===== config.mk =====
export PLATFORM = sky130hd
export DESIGN_NAME = mem_txn_limiter_flat
export DESIGN_NICKNAME = d
export VERILOG_FILES = /design/src/rtl/mem_txn_limiter_if.sv /design/src/rtl/mem_txn_limiter.sv /design/src/flat_wrapper.sv
export SDC_FILE = /design/constraint.sdc
export NUM_CORES = 1
export LEC_CHECK = 0
export BUFFER_PORTS_ARGS = -buffer_cell sky130_fd_sc_hd__clkbuf_2
export CORE_AREA = 2 2 232 234
export CTS_CLUSTER_DIAMETER = 150
export CTS_CLUSTER_SIZE = 10
export DETAILED_ROUTE_END_ITERATION = 8
export DIE_AREA = 0 0 234 236
export GPL_TIMING_DRIVEN = 0
export PLACE_DENSITY = 0.4
export SETUP_SLACK_MARGIN = 0.3
export SLEW_MARGIN = 10
export SYNTH_ARGS = -nofsm -noshare
export SYNTH_HDL_FRONTEND = slang
export SYNTH_SLANG_ARGS = --single-unit
export TNS_END_PERCENT = 1

===== constraint.sdc =====
create_clock -name clk -period 2.8 [get_ports clk]
set_input_delay 0.28 -clock clk [delete_from_list [all_inputs] [get_ports clk]]
set_output_delay 0.28 -clock clk [all_outputs]
set_load 0.05 [all_outputs]

===== src/rtl/mem_txn_limiter_if.sv =====
`timescale 1ns/1ps
`default_nettype none
// ============================================================================
// Module   : axi_bus_t
// Purpose  : AXI-style memory bus bundle used between mem_arbiter, the
//            transaction limiter and the DDR controller.
//            'master' modport: the view of a link that faces its request
//            source (requests arrive, responses leave).
//            'slave' modport: the view of a link that faces its request
//            sink (requests leave, responses arrive).
// Revision : 1.0 - initial release
// ============================================================================
interface axi_bus_t #(
  parameter int ID_W   = 4,
  parameter int ADDR_W = 32,
  parameter int DATA_W = 64
);
  localparam int c_STRB_W = DATA_W / 8;

  // Write address channel
  logic [ID_W-1:0]     awid;
  logic [ADDR_W-1:0]   awaddr;
  logic [7:0]          awlen;
  logic [2:0]          awsize;
  logic [1:0]          awburst;
  logic                awvalid;
  logic                awready;
  // Write data channel
  logic [DATA_W-1:0]   wdata;
  logic [c_STRB_W-1:0] wstrb;
  logic                wlast;
  logic                wvalid;
  logic                wready;
  // Write response channel
  logic [ID_W-1:0]     bid;
  logic [1:0]          bresp;
  logic                bvalid;
  logic                bready;
  // Read address channel
  logic [ID_W-1:0]     arid;
  logic [ADDR_W-1:0]   araddr;
  logic [7:0]          arlen;
  logic [2:0]          arsize;
  logic [1:0]          arburst;
  logic                arvalid;
  logic                arready;
  // Read data channel
  logic [ID_W-1:0]     rid;
  logic [DATA_W-1:0]   rdata;
  logic [1:0]          rresp;
  logic                rlast;
  logic                rvalid;
  logic                rready;

  modport master (
    input  awid, awaddr, awlen, awsize, awburst, awvalid,
    output awready,
    input  wdata, wstrb, wlast, wvalid,
    output wready,
    output bid, bresp, bvalid,
    input  bready,
    input  arid, araddr, arlen, arsize, arburst, arvalid,
    output arready,
    output rid, rdata, rresp, rlast, rvalid,
    input  rready
  );

  modport slave (
    output awid, awaddr, awlen, awsize, awburst, awvalid,
    input  awready,
    output wdata, wstrb, wlast, wvalid,
    input  wready,
    input  bid, bresp, bvalid,
    output bready,
    output arid, araddr, arlen, arsize, arburst, arvalid,
    input  arready,
    input  rid, rdata, rresp, rlast, rvalid,
    output rready
  );
endinterface
`default_nettype wire


===== src/rtl/mem_txn_limiter.sv =====
`timescale 1ns/1ps
`default_nettype none
// ============================================================================
// Module   : mem_txn_limiter
// Purpose  : Zero-latency outstanding-transaction limiter and drain controller
//            between mem_arbiter and the DDR controller. Caps in-flight reads
//            and writes, keeps W beats behind their AW, and offers a drain
//            handshake for quiescing the memory path.
// Options  : MEM_TXN_PERF_EN - enables the 32-bit saturating AR/AW stall
//            counters; without it perf_*_stall are tied to zero.
// Revision : 1.0 - initial release
// ============================================================================
module mem_txn_limiter #(
  parameter int MAX_RD = 16,
  parameter int MAX_WR = 16,
  parameter int CNT_W  = $clog2((MAX_RD > MAX_WR) ? (MAX_RD + 1) : (MAX_WR + 1))
) (
  input  logic             clk,
  input  logic             rstn,
  axi_bus_t.master         up,
  axi_bus_t.slave          dn,
  input  logic             drain_req,
  output logic             drained,
  output logic [CNT_W-1:0] rd_outstanding,
  output logic [CNT_W-1:0] wr_outstanding,
  output logic             err_underflow,
  output logic [31:0]      perf_rd_stall,
  output logic [31:0]      perf_wr_stall
);

  typedef enum logic [1:0] {
    ST_RUN     = 2'd0,
    ST_DRAIN   = 2'd1,
    ST_DRAINED = 2'd2
  } state_t;

  localparam logic [CNT_W-1:0] c_MAX_RD = CNT_W'(MAX_RD);
  localparam logic [CNT_W-1:0] c_MAX_WR = CNT_W'(MAX_WR);
  localparam logic [CNT_W-1:0] c_ONE    = CNT_W'(1);
  localparam logic [CNT_W-1:0] c_ZERO   = '0;

  state_t           state_q, state_d;
  logic [CNT_W-1:0] rd_cnt_q, rd_cnt_d;
  logic [CNT_W-1:0] wr_cnt_q, wr_cnt_d;
  logic [CNT_W-1:0] w_credit_q, w_credit_d;
  logic             drained_q, drained_d;
  logic             err_underflow_q, err_underflow_d;

  logic w_run;
  logic w_ar_ok;
  logic w_aw_ok;
  logic w_w_ok;
  logic w_ar_hs;
  logic w_aw_hs;
  logic w_w_last_hs;
  logic w_r_last_hs;
  logic w_b_hs;
  logic w_all_idle;

  // ---------------------------------------------------------------------------
  // Payload and response-side handshakes pass straight through
  // ---------------------------------------------------------------------------
  assign dn.awid    = up.awid;
  assign dn.awaddr  = up.awaddr;
  assign dn.awlen   = up.awlen;
  assign dn.awsize  = up.awsize;
  assign dn.awburst = up.awburst;
  assign dn.wdata   = up.wdata;
  assign dn.wstrb   = up.wstrb;
  assign dn.wlast   = up.wlast;
  assign dn.arid    = up.arid;
  assign dn.araddr  = up.araddr;
  assign dn.arlen   = up.arlen;
  assign dn.arsize  = up.arsize;
  assign dn.arburst = up.arburst;
  assign up.bid     = dn.bid;
  assign up.bresp   = dn.bresp;
  assign up.bvalid  = dn.bvalid;
  assign dn.bready  = up.bready;
  assign up.rid     = dn.rid;
  assign up.rdata   = dn.rdata;
  assign up.rresp   = dn.rresp;
  assign up.rlast   = dn.rlast;
  assign up.rvalid  = dn.rvalid;
  assign dn.rready  = up.rready;

  // ---------------------------------------------------------------------------
  // Request gating; W waits for credit earned by an earlier AW handshake
  // ---------------------------------------------------------------------------
  assign w_run   = (state_q == ST_RUN);
  assign w_ar_ok = w_run && (rd_cnt_q < c_MAX_RD);
  assign w_aw_ok = w_run && (wr_cnt_q < c_MAX_WR) && (w_credit_q < c_MAX_WR);
  assign w_w_ok  = (w_credit_q != c_ZERO);

  assign dn.arvalid = up.arvalid & w_ar_ok;
  assign up.arready = dn.arready & w_ar_ok;
  assign dn.awvalid = up.awvalid & w_aw_ok;
  assign up.awready = dn.awready & w_aw_ok;
  assign dn.wvalid  = up.wvalid  & w_w_ok;
  assign up.wready  = dn.wready  & w_w_ok;

  assign w_ar_hs     = dn.arvalid & dn.arready;
  assign w_aw_hs     = dn.awvalid & dn.awready;
  assign w_w_last_hs = dn.wvalid  & dn.wready & dn.wlast;
  assign w_r_last_hs = dn.rvalid  & dn.rready & dn.rlast;
  assign w_b_hs      = dn.bvalid  & dn.bready;
  assign w_all_idle  = (rd_cnt_q == c_ZERO) && (wr_cnt_q == c_ZERO) && (w_credit_q == c_ZERO);

  // Outstanding counters: simultaneous +1/-1 cancel; a lone decrement at zero
  // holds the count and flags a protocol underflow
  always_comb begin
    rd_cnt_d        = rd_cnt_q;
    wr_cnt_d        = wr_cnt_q;
    w_credit_d      = w_credit_q;
    err_underflow_d = err_underflow_q;

    if (w_ar_hs && !w_r_last_hs) begin
      rd_cnt_d = rd_cnt_q + c_ONE;
    end else if (!w_ar_hs && w_r_last_hs) begin
      if (rd_cnt_q == c_ZERO) begin
        err_underflow_d = 1'b1;
      end else begin
        rd_cnt_d = rd_cnt_q - c_ONE;
      end
    end

    if (w_aw_hs && !w_b_hs) begin
      wr_cnt_d = wr_cnt_q + c_ONE;
    end else if (!w_aw_hs && w_b_hs) begin
      if (wr_cnt_q == c_ZERO) begin
        err_underflow_d = 1'b1;
      end else begin
        wr_cnt_d = wr_cnt_q - c_ONE;
      end
    end

    // W handshakes need nonzero credit, so this decrement never sees zero
    if (w_aw_hs && !w_w_last_hs) begin
      w_credit_d = w_credit_q + c_ONE;
    end else if (!w_aw_hs && w_w_last_hs && (w_credit_q != c_ZERO)) begin
      w_credit_d = w_credit_q - c_ONE;
    end
  end

  // Drain state machine next-state; drained follows the state register
  always_comb begin
    state_d = state_q;
    case (state_q)
      ST_RUN: begin
        if (drain_req) state_d = ST_DRAIN;
      end
      ST_DRAIN: begin
        if (!drain_req)      state_d = ST_RUN;
        else if (w_all_idle) state_d = ST_DRAINED;
      end
      ST_DRAINED: begin
        if (!drain_req) state_d = ST_RUN;
      end
      default: state_d = ST_RUN;
    endcase
    drained_d = (state_d == ST_DRAINED);
  end

  // State and counter registers
  always_ff @(posedge clk) begin
    if (!rstn) begin
      state_q         <= ST_RUN;
      rd_cnt_q        <= c_ZERO;
      wr_cnt_q        <= c_ZERO;
      w_credit_q      <= c_ZERO;
      drained_q       <= 1'b0;
      err_underflow_q <= 1'b0;
    end else begin
      state_q         <= state_d;
      rd_cnt_q        <= rd_cnt_d;
      wr_cnt_q        <= wr_cnt_d;
      w_credit_q      <= w_credit_d;
      drained_q       <= drained_d;
      err_underflow_q <= err_underflow_d;
    end
  end

  assign drained        = drained_q;
  assign rd_outstanding = rd_cnt_q;
  assign wr_outstanding = wr_cnt_q;
  assign err_underflow  = err_underflow_q;

`ifdef MEM_TXN_PERF_EN
  logic [31:0] perf_rd_stall_q, perf_rd_stall_d;
  logic [31:0] perf_wr_stall_q, perf_wr_stall_d;

  // Saturating stall counters: only limit-caused blocking in RUN counts
  always_comb begin
    perf_rd_stall_d = perf_rd_stall_q;
    perf_wr_stall_d = perf_wr_stall_q;
    if (up.arvalid && w_run && (rd_cnt_q == c_MAX_RD) && (perf_rd_stall_q != 32'hFFFF_FFFF)) begin
      perf_rd_stall_d = perf_rd_stall_q + 32'd1;
    end
    if (up.awvalid && w_run && ((wr_cnt_q == c_MAX_WR) || (w_credit_q == c_MAX_WR)) &&
        (perf_wr_stall_q != 32'hFFFF_FFFF)) begin
      perf_wr_stall_d = perf_wr_stall_q + 32'd1;
    end
  end

  // Stall counter registers
  always_ff @(posedge clk) begin
    if (!rstn) begin
      perf_rd_stall_q <= 32'd0;
      perf_wr_stall_q <= 32'd0;
    end else begin
      perf_rd_stall_q <= perf_rd_stall_d;
      perf_wr_stall_q <= perf_wr_stall_d;
    end
  end

  assign perf_rd_stall = perf_rd_stall_q;
  assign perf_wr_stall = perf_wr_stall_q;
`else
  assign perf_rd_stall = 32'd0;
  assign perf_wr_stall = 32'd0;
`endif

endmodule
`default_nettype wire


===== src/flat_wrapper.sv =====
// flat-port wrapper written by rule: the top's interface ports become plain ports
module mem_txn_limiter_flat 
#(
  parameter int MAX_RD = 16,
  parameter int MAX_WR = 16,
  parameter int CNT_W  = $clog2((MAX_RD > MAX_WR) ? (MAX_RD + 1) : (MAX_WR + 1))
)
  (clk, rstn, drain_req, drained, rd_outstanding, wr_outstanding, err_underflow, perf_rd_stall, perf_wr_stall, up_awid, up_awaddr, up_awlen, up_awsize, up_awburst, up_awvalid, up_awready, up_wdata, up_wstrb, up_wlast, up_wvalid, up_wready, up_bid, up_bresp, up_bvalid, up_bready, up_arid, up_araddr, up_arlen, up_arsize, up_arburst, up_arvalid, up_arready, up_rid, up_rdata, up_rresp, up_rlast, up_rvalid, up_rready, dn_awid, dn_awaddr, dn_awlen, dn_awsize, dn_awburst, dn_awvalid, dn_awready, dn_wdata, dn_wstrb, dn_wlast, dn_wvalid, dn_wready, dn_bid, dn_bresp, dn_bvalid, dn_bready, dn_arid, dn_araddr, dn_arlen, dn_arsize, dn_arburst, dn_arvalid, dn_arready, dn_rid, dn_rdata, dn_rresp, dn_rlast, dn_rvalid, dn_rready);
  axi_bus_t up_i ();
  axi_bus_t dn_i ();
  input  logic clk;
  input  logic rstn;
  input  logic drain_req;
  output logic drained;
  output logic [CNT_W-1:0] rd_outstanding;
  output logic [CNT_W-1:0] wr_outstanding;
  output logic err_underflow;
  output logic [31:0] perf_rd_stall;
  output logic [31:0] perf_wr_stall;
  input wire logic [$bits(up_i.awid)-1:0] up_awid;
  input wire logic [$bits(up_i.awaddr)-1:0] up_awaddr;
  input wire logic [$bits(up_i.awlen)-1:0] up_awlen;
  input wire logic [$bits(up_i.awsize)-1:0] up_awsize;
  input wire logic [$bits(up_i.awburst)-1:0] up_awburst;
  input wire logic [$bits(up_i.awvalid)-1:0] up_awvalid;
  output wire logic [$bits(up_i.awready)-1:0] up_awready;
  input wire logic [$bits(up_i.wdata)-1:0] up_wdata;
  input wire logic [$bits(up_i.wstrb)-1:0] up_wstrb;
  input wire logic [$bits(up_i.wlast)-1:0] up_wlast;
  input wire logic [$bits(up_i.wvalid)-1:0] up_wvalid;
  output wire logic [$bits(up_i.wready)-1:0] up_wready;
  output wire logic [$bits(up_i.bid)-1:0] up_bid;
  output wire logic [$bits(up_i.bresp)-1:0] up_bresp;
  output wire logic [$bits(up_i.bvalid)-1:0] up_bvalid;
  input wire logic [$bits(up_i.bready)-1:0] up_bready;
  input wire logic [$bits(up_i.arid)-1:0] up_arid;
  input wire logic [$bits(up_i.araddr)-1:0] up_araddr;
  input wire logic [$bits(up_i.arlen)-1:0] up_arlen;
  input wire logic [$bits(up_i.arsize)-1:0] up_arsize;
  input wire logic [$bits(up_i.arburst)-1:0] up_arburst;
  input wire logic [$bits(up_i.arvalid)-1:0] up_arvalid;
  output wire logic [$bits(up_i.arready)-1:0] up_arready;
  output wire logic [$bits(up_i.rid)-1:0] up_rid;
  output wire logic [$bits(up_i.rdata)-1:0] up_rdata;
  output wire logic [$bits(up_i.rresp)-1:0] up_rresp;
  output wire logic [$bits(up_i.rlast)-1:0] up_rlast;
  output wire logic [$bits(up_i.rvalid)-1:0] up_rvalid;
  input wire logic [$bits(up_i.rready)-1:0] up_rready;
  output wire logic [$bits(dn_i.awid)-1:0] dn_awid;
  output wire logic [$bits(dn_i.awaddr)-1:0] dn_awaddr;
  output wire logic [$bits(dn_i.awlen)-1:0] dn_awlen;
  output wire logic [$bits(dn_i.awsize)-1:0] dn_awsize;
  output wire logic [$bits(dn_i.awburst)-1:0] dn_awburst;
  output wire logic [$bits(dn_i.awvalid)-1:0] dn_awvalid;
  input wire logic [$bits(dn_i.awready)-1:0] dn_awready;
  output wire logic [$bits(dn_i.wdata)-1:0] dn_wdata;
  output wire logic [$bits(dn_i.wstrb)-1:0] dn_wstrb;
  output wire logic [$bits(dn_i.wlast)-1:0] dn_wlast;
  output wire logic [$bits(dn_i.wvalid)-1:0] dn_wvalid;
  input wire logic [$bits(dn_i.wready)-1:0] dn_wready;
  input wire logic [$bits(dn_i.bid)-1:0] dn_bid;
  input wire logic [$bits(dn_i.bresp)-1:0] dn_bresp;
  input wire logic [$bits(dn_i.bvalid)-1:0] dn_bvalid;
  output wire logic [$bits(dn_i.bready)-1:0] dn_bready;
  output wire logic [$bits(dn_i.arid)-1:0] dn_arid;
  output wire logic [$bits(dn_i.araddr)-1:0] dn_araddr;
  output wire logic [$bits(dn_i.arlen)-1:0] dn_arlen;
  output wire logic [$bits(dn_i.arsize)-1:0] dn_arsize;
  output wire logic [$bits(dn_i.arburst)-1:0] dn_arburst;
  output wire logic [$bits(dn_i.arvalid)-1:0] dn_arvalid;
  input wire logic [$bits(dn_i.arready)-1:0] dn_arready;
  input wire logic [$bits(dn_i.rid)-1:0] dn_rid;
  input wire logic [$bits(dn_i.rdata)-1:0] dn_rdata;
  input wire logic [$bits(dn_i.rresp)-1:0] dn_rresp;
  input wire logic [$bits(dn_i.rlast)-1:0] dn_rlast;
  input wire logic [$bits(dn_i.rvalid)-1:0] dn_rvalid;
  output wire logic [$bits(dn_i.rready)-1:0] dn_rready;
  assign up_i.awid = up_awid;
  assign up_i.awaddr = up_awaddr;
  assign up_i.awlen = up_awlen;
  assign up_i.awsize = up_awsize;
  assign up_i.awburst = up_awburst;
  assign up_i.awvalid = up_awvalid;
  assign up_awready = up_i.awready;
  assign up_i.wdata = up_wdata;
  assign up_i.wstrb = up_wstrb;
  assign up_i.wlast = up_wlast;
  assign up_i.wvalid = up_wvalid;
  assign up_wready = up_i.wready;
  assign up_bid = up_i.bid;
  assign up_bresp = up_i.bresp;
  assign up_bvalid = up_i.bvalid;
  assign up_i.bready = up_bready;
  assign up_i.arid = up_arid;
  assign up_i.araddr = up_araddr;
  assign up_i.arlen = up_arlen;
  assign up_i.arsize = up_arsize;
  assign up_i.arburst = up_arburst;
  assign up_i.arvalid = up_arvalid;
  assign up_arready = up_i.arready;
  assign up_rid = up_i.rid;
  assign up_rdata = up_i.rdata;
  assign up_rresp = up_i.rresp;
  assign up_rlast = up_i.rlast;
  assign up_rvalid = up_i.rvalid;
  assign up_i.rready = up_rready;
  assign dn_awid = dn_i.awid;
  assign dn_awaddr = dn_i.awaddr;
  assign dn_awlen = dn_i.awlen;
  assign dn_awsize = dn_i.awsize;
  assign dn_awburst = dn_i.awburst;
  assign dn_awvalid = dn_i.awvalid;
  assign dn_i.awready = dn_awready;
  assign dn_wdata = dn_i.wdata;
  assign dn_wstrb = dn_i.wstrb;
  assign dn_wlast = dn_i.wlast;
  assign dn_wvalid = dn_i.wvalid;
  assign dn_i.wready = dn_wready;
  assign dn_i.bid = dn_bid;
  assign dn_i.bresp = dn_bresp;
  assign dn_i.bvalid = dn_bvalid;
  assign dn_bready = dn_i.bready;
  assign dn_arid = dn_i.arid;
  assign dn_araddr = dn_i.araddr;
  assign dn_arlen = dn_i.arlen;
  assign dn_arsize = dn_i.arsize;
  assign dn_arburst = dn_i.arburst;
  assign dn_arvalid = dn_i.arvalid;
  assign dn_i.arready = dn_arready;
  assign dn_i.rid = dn_rid;
  assign dn_i.rdata = dn_rdata;
  assign dn_i.rresp = dn_rresp;
  assign dn_i.rlast = dn_rlast;
  assign dn_i.rvalid = dn_rvalid;
  assign dn_rready = dn_i.rready;
  mem_txn_limiter #(.MAX_RD(MAX_RD), .MAX_WR(MAX_WR), .CNT_W(CNT_W)) u_core (.clk(clk), .rstn(rstn), .up(up_i), .dn(dn_i), .drain_req(drain_req), .drained(drained), .rd_outstanding(rd_outstanding), .wr_outstanding(wr_outstanding), .err_underflow(err_underflow), .perf_rd_stall(perf_rd_stall), .perf_wr_stall(perf_wr_stall));
endmodule

**After elaboration in Yosys (flattened, before gate mapping)**

Cells that the tools add are included.

- Memory bits (writable): 0
- Bits in read-only memories: 0
- Word-level logic and storage cells: 79
- Flip-flop bits (word level): 19
- Memories: 0
- Latch bits: 0

- Eq/ne operators: 5
- Reductions and logical operators: 27
- Bitwise logic cells: 13
- Add/sub/neg operators: 6
- Order comparisons: 3
- Multiply operators: 0
- Div/mod/pow operators: 0
- Shifts and indexed selects: 0
- Mux-type cells: 19

Operators with widths:

| operator | number |
|---|---|
| two-way mux 5 bit | 8 |
| adder 5 x 1 -> 5 bit (second input constant) | 3 |
| logical NOT 5 bit | 3 |
| < comparator 5 bit (second input constant) | 3 |
| subtractor 5 x 1 -> 5 bit (second input constant) | 3 |
| bitwise AND 1 bit | 13 |
| logical AND 1 bit | 12 |
| two-way mux 2 bit | 4 |
| two-way mux 1 bit | 6 |
| case mux 2 bit (3 select lines) | 1 |
| nonzero test 2 bit | 3 |
| logical NOT 1 bit | 5 |
| nonzero test 5 bit | 1 |
| == test 2 bit (second input constant) | 2 |
| != test 2 bit (second input constant) | 2 |
| AND reduction 2 bit | 2 |
| == test 2 x 1 -> 1 bit (second input constant) | 1 |
| logical NOT 2 bit | 1 |

**Logic depth before layout (Yosys ltp)**

- Depth after elaboration: 11
- Gate-level depth with buffers: 12

**Least setup slack after synthesis**

No wires, ideal clock.

- Kind: register -> register
- Start point: reg u_core.rd_cnt_q[4] (netlist: u_core.rd_outstanding[4])
- End point: reg u_core.rd_cnt_q[4] (netlist: u_core.rd_outstanding[4])
- Path slack: -184 ps
- Cell stages (with the launch flop): 13
- Arrival time: 2913 ps
- Setup time: 71 ps
- Period minus slack after synthesis: 2984 ps
- Cell sequence: dfxtp_1 -> nor3_1 -> and2_1 -> nand2_1 -> inv_1 -> ha_1 -> inv_1 -> fa_1 -> a21o_1 -> a21oi_1 -> xnor2_1 -> or3_1 -> a21oi_1

- Cells in the longest elaborated chain, start to end: 8
- Elaborated cells on any way between the ends: 16

Ends and longest elaborated chain:

| item | RTL line | RTL |
|---|---|---|
| start, declared | mem_txn_limiter.sv:43 | `logic [CNT_W-1:0] rd_cnt_q, rd_cnt_d;` |
| start signal, assigned | mem_txn_limiter.sv:168 | `rd_cnt_q <= c_ZERO;` |
| start signal, assigned | mem_txn_limiter.sv:175 | `rd_cnt_q <= rd_cnt_d;` |
| < comparator 5 bit | mem_txn_limiter.sv:91 | `assign w_ar_ok = w_run && (rd_cnt_q < c_MAX_RD);` |
| logical AND 1 bit | mem_txn_limiter.sv:91 |  |
| bitwise AND 1 bit | mem_txn_limiter.sv:95 | `assign dn.arvalid = up.arvalid & w_ar_ok;` |
| bitwise AND 1 bit | mem_txn_limiter.sv:102 | `assign w_ar_hs = dn.arvalid & dn.arready;` |
| logical NOT 1 bit | mem_txn_limiter.sv:119 | `end else if (!w_ar_hs && w_r_last_hs) begin` |
| logical AND 1 bit | mem_txn_limiter.sv:119 |  |
| nonzero test 2 bit (no source line) | - |  |
| AND reduction 2 bit (no source line) | - |  |

Parallel ways exist; a longest one is shown, timed or not. The select of a mux whose other input is x is not followed.
A chain may end at the register's enable or synchronous reset.

**Final worst setup path**

- Start point: reg u_core.state_q[1]
- End point: reg u_core.wr_cnt_q[4] (netlist: u_core.wr_outstanding[4])

- Cells in the longest elaborated chain, start to end: 9
- Elaborated cells on any way between the ends: 12

Ends and longest elaborated chain:

| item | RTL line | RTL |
|---|---|---|
| start, declared | mem_txn_limiter.sv:42 | `state_t state_q, state_d;` |
| start signal, assigned | mem_txn_limiter.sv:174 | `state_q <= state_d;` |
| logical NOT 2 bit (*) | mem_txn_limiter.sv:90 | `assign w_run = (state_q == ST_RUN);` |
| logical AND 1 bit (*) (2 in a row) | mem_txn_limiter.sv:92 | `assign w_aw_ok = w_run && (wr_cnt_q < c_MAX_WR) && (w_credit_q < c_MAX_WR);` |
| bitwise AND 1 bit (*) | mem_txn_limiter.sv:97 | `assign dn.awvalid = up.awvalid & w_aw_ok;` |
| bitwise AND 1 bit (*) | mem_txn_limiter.sv:103 | `assign w_aw_hs = dn.awvalid & dn.awready;` |
| logical NOT 1 bit | mem_txn_limiter.sv:129 | `end else if (!w_aw_hs && w_b_hs) begin` |
| logical AND 1 bit | mem_txn_limiter.sv:129 |  |
| nonzero test 2 bit (no source line) | - |  |
| AND reduction 2 bit (no source line) | - |  |
| end signal, assigned | mem_txn_limiter.sv:169 | `wr_cnt_q <= c_ZERO;` |
| end signal, assigned | mem_txn_limiter.sv:176 | `wr_cnt_q <= wr_cnt_d;` |
| end, declared | mem_txn_limiter.sv:44 | `logic [CNT_W-1:0] wr_cnt_q, wr_cnt_d;` |

Mark *: on every way between the ends. The rest lies on a longest branch, timed or not.

==> parameters.txt <==
Parameter                              Value

CTS
  Clock tree from TritonCTS ... done
  Clock Latency Late Sink ... 250 ps
  Hold buffers post-CTS ... 0
  Root Buffer ... sky130_fd_sc_hd__clkbuf_16
  Clock Tree Buf Depth ... 2
  CTS H-tree lvls ... 1
  Clock net sink count ... 19
  Post-CTS clock slew at the launch and capture registers of the worst setup and hold paths ... approximately 60 ps
  Number of buffers added by the clock tree synthesis step ... 3

Logic synthesis
  Number of flip-flops and latches in the synthesized netlist ... 19
  Warnings, synthesis ... 0
  Number of distinct library cells after synthesis ... 40
  Area leader, netlist ... sky130_fd_sc_hd__buf_4
  Top-area cell type share of the netlist area ... ~65%
  Top_reg_cell synth ... sky130_fd_sc_hd__dfxtp_1
  Part of the Yosys area used for sequential elements ... about a tenth
  Netlist Area Pre-Place ... 0.00366 mm²
  Count of flip-flops with a built-in enable after synthesis ... 0
  Async set-reset flop share out of synthesis ... 0%
  Mean cell area of the mapped netlist ... between 7 and 8 µm²
  Gate count of the mapped netlist ... about 460
  Leading cell types by total area after synthesis ... sky130_fd_sc_hd__buf_4 (65%), sky130_fd_sc_hd__dfxtp_1 (10%), sky130_fd_sc_hd__ha_1 (4.8%), sky130_fd_sc_hd__fa_1 (1.6%), sky130_fd_sc_hd__xnor2_1 (1.4%)

Layout
  Finished Layout Cells ... around 1500
  Total non-filler cell area in the finished layout ... between 0.006 and 0.007 mm²
  Most frequent standard cell in the layout excluding fill and tap cells ... sky130_fd_sc_hd__buf_4
  Total of fill cells in the finished design ... 6064
  Fraction of layout cells with a size suffix above 1 ... around four fifths
  Utilization after layout ... ~12%
  Total number of nets in the final design ... ~1100
  Signed area change from the synthesized netlist to the final layout ... 75.3%
  Most frequent cells in the layout ... sky130_fd_sc_hd__buf_4 (321), sky130_fd_sc_hd__clkbuf_2 (283), sky130_fd_sc_hd__conb_1 (64)

Detailed routing
  Length of the first detailed-routing pass in iterations ... 4
  Average wire per cell in the routed design ... approximately 9 µm
  DRC violation count after routing ... 0
  Final wirelength ... ~13000 µm
  Vias per std cell ... 2.39
  Routed Antenna Nets ... 0
  Number of vias after detailed routing ... around 3600
  Initial DRC Count ... between 50 and 60

Critical path
  Startpoint of the most critical register-to-register path ... u_core.state_q[1]$_SDFF_PN0_
  Critical-path cell list ... nor4_4, and3_1, clkbuf_8, ha_4, inv_4, fa_2, a21o_1, a21oi_2, xnor2_1, or3_1, a21oi_1
  Critical Path Source Type ... flop
  Required time at the endpoint of the critical path ... about 3000 ps
  Critical Path End Type ... flop
  Maximum fanout encountered on the critical timing path ... 5
  Crit path arrival time ... between 2000 and 3000 ps
  Critical path class ... reg -> reg
  Cell with the biggest individual delay on the critical path ... sky130_fd_sc_hd__dfxtp_4
  Launch point of the worst path ... u_core.state_q[1]$_SDFF_PN0_
  Stage delay of the slowest cell on the critical path ... between 300 and 400 ps

Die
  Initial standard-cell utilization of the core ... roughly 6.9%
  Width of the die ... between 200 and 250 µm
  Core Box Area ... roughly 0.053 mm²
  Die height ... between 200 and 250 µm
  Site row count ... 85
  Total die area ... roughly 0.055 mm²
  Number of primary I/O pins ... 595

Global route
  Routing layer with the top usage in global route ... met2
  Met2 GRT Util ... under 10%
  Met1 capacity usage during global routing ... 4.29%
  All-layer global routing usage ... 4.17%
  Number of antenna violations at the first check in global routing ... 3
  Via count of the first global-routing pass ... 3075
  Global Route met3 Usage ... 0.653%
  Global-route wire length before repair ... around 17000 µm
  Global route overflow ... 0
  Largest net degree at the start of global routing ... 12

Min path
  Source of the worst hold timing path ... drain_req
  Hold Crit Class ... in -> reg

Power
  Cell Pwr Density ... ~630 mW/mm²
  Maximum vdd ir drop ... roughly 0.21 mV
  Sum of internal, switching and leakage power ... slightly above 4 mW
  LEAKAGE ... approximately 3.6 nW

STA
  Final critical-path share of the clock period ... between 80% and 90%
  Max frequency ... around 410 MHz
  Number of max-slew violations in the final report ... 0
  Max transition margin ... 66.3%
  Final Hold Viols ... 0
  Final setup violation count ... 0
  Hold Worst Slack ... approximately 270 ps
  Setup repair after global routing missed its margin ... yes
  Slew of the pin with the lowest slew margin ... just over 500 ps
  Shortest period the worst path allows ... between 2000 and 2500 ps
  Post-Route Skew ... about 1.6 ps

Placement
  Gp weighted congestion ... 0.773
  Placed Area ... 0.00622 mm²
  DP HPWL ... about 13000 µm
  Inst Count DP ... ~1500
  Port-buffer cells ... 283

Run
  # Max-Cap Violations ... 0

Status
  Run status ... finished clean
## registers in the layout, summed over array words and instances, names as in the netlist
name                   flops
u_core.rd_outstanding      5
u_core.drained             1
u_core.state_q             2
u_core.w_credit_q          5
u_core.err_underflow       1
u_core.wr_outstanding      5
## critical path: cells and delay by family (launching register included)
family	cells	cell delay, ps
compound gates	3	420
flops	1	370
xor+xnor	1	90
fa+ha+maj	2	520
buf+inv	2	190
simple gates	3	790
## what timing repair did
action / in CTS / in global routing
cloned: 0 / 0
resized for setup: 12 / 7
pin swaps: 3 / 7
setup endpoints to repair: 3 / 5
buffers inserted: 2 / 2
## kinds of logic (layout without fill, tap and decap cells)
family | count (synthesis) | count (layout) | synth area share (%)
AO/OA/AOI/OAI | 26 | 26 | 4.81
XOR/XNOR | 11 | 11 | 2.83
adder cells (fa/ha/maj) | 17 | 17 | 6.42
buffers and inverters | 330 | 621 | 66.3
flip-flops | 19 | 19 | 10.4
multiplexers | 5 | 5 | 1.37
other | 1 | 67 | 0.102
AND/OR/NAND/NOR | 52 | 52 | 7.78
## stage by stage
| stage | setup TNS [ps] | setup WS, ps |
|---|---|---|
| after global placement | -14.3 | -14.3 |
| final | 0 | 342 |
| after floorplan | 0 | 268 |
| after global routing | 0 | 169 |
| after detailed placement | -29.4 | -29.4 |
| after CTS | 0 | 285 |
## worst paths after layout
check / end / cells after the start / slack [ps]
setup / recovery: u_core.wr_outstanding[4]$_SDFFE_PN0P_ / 11 / 340
hold / removal: u_core.state_q[1]$_SDFF_PN0_ / 3 / 270
setup reg to reg: u_core.wr_outstanding[4]$_SDFFE_PN0P_ / 11 / 340
hold reg to reg: u_core.err_underflow$_SDFF_PN0_ / 2 / 490
## area by class of cell
type,instances,area (µm²),area share [%]
diodes,3,7.51,0.117
plain buffers,320,2400,37.4
clock buffers,3,75.1,1.17
clock inverters,1,5.00,0.0779
inverters,10,40.0,0.623
multi-input cells,175,1180,18.4
flip-flops and latches,19,394,6.13
well taps,696,871,13.6
repair buffers,287,1450,22.5
## where the power goes
part           switching (mW)  internal, mW
sequential              0.176         0.390
combinational            2.08          1.09
clock                   0.107         0.192
## cells in the mapped netlist, types with 2 or more instances
| master | count |
|---|---|
| sky130_fd_sc_hd__inv_1 | 10 |
| sky130_fd_sc_hd__a211oi_1 | 2 |
| sky130_fd_sc_hd__o21ai_0 | 5 |
| sky130_fd_sc_hd__dfxtp_1 | 19 |
| sky130_fd_sc_hd__xnor2_1 | 6 |
| sky130_fd_sc_hd__and2_1 | 5 |
| sky130_fd_sc_hd__nor3_1 | 4 |
| sky130_fd_sc_hd__nand2_1 | 10 |
| sky130_fd_sc_hd__nor2b_1 | 2 |
| sky130_fd_sc_hd__a21o_1 | 4 |
| sky130_fd_sc_hd__nor2_1 | 11 |
| sky130_fd_sc_hd__nand3_1 | 5 |
| sky130_fd_sc_hd__xor2_1 | 4 |
| sky130_fd_sc_hd__or3_1 | 2 |
| sky130_fd_sc_hd__and3_1 | 4 |
| sky130_fd_sc_hd__fa_1 | 3 |
| sky130_fd_sc_hd__mux2i_1 | 5 |
| sky130_fd_sc_hd__buf_4 | 317 |
| sky130_fd_sc_hd__a21oi_1 | 9 |
| sky130_fd_sc_hd__ha_1 | 14 |
## routing by layer
layer,vias to the layer above,routed length [µm]
met5,-,0
met4,0,520
met3,14,1280
met2,283,7050
met1,1530,4430
li1,1784,-
Note: power is estimated with default switching activity, not from simulation.
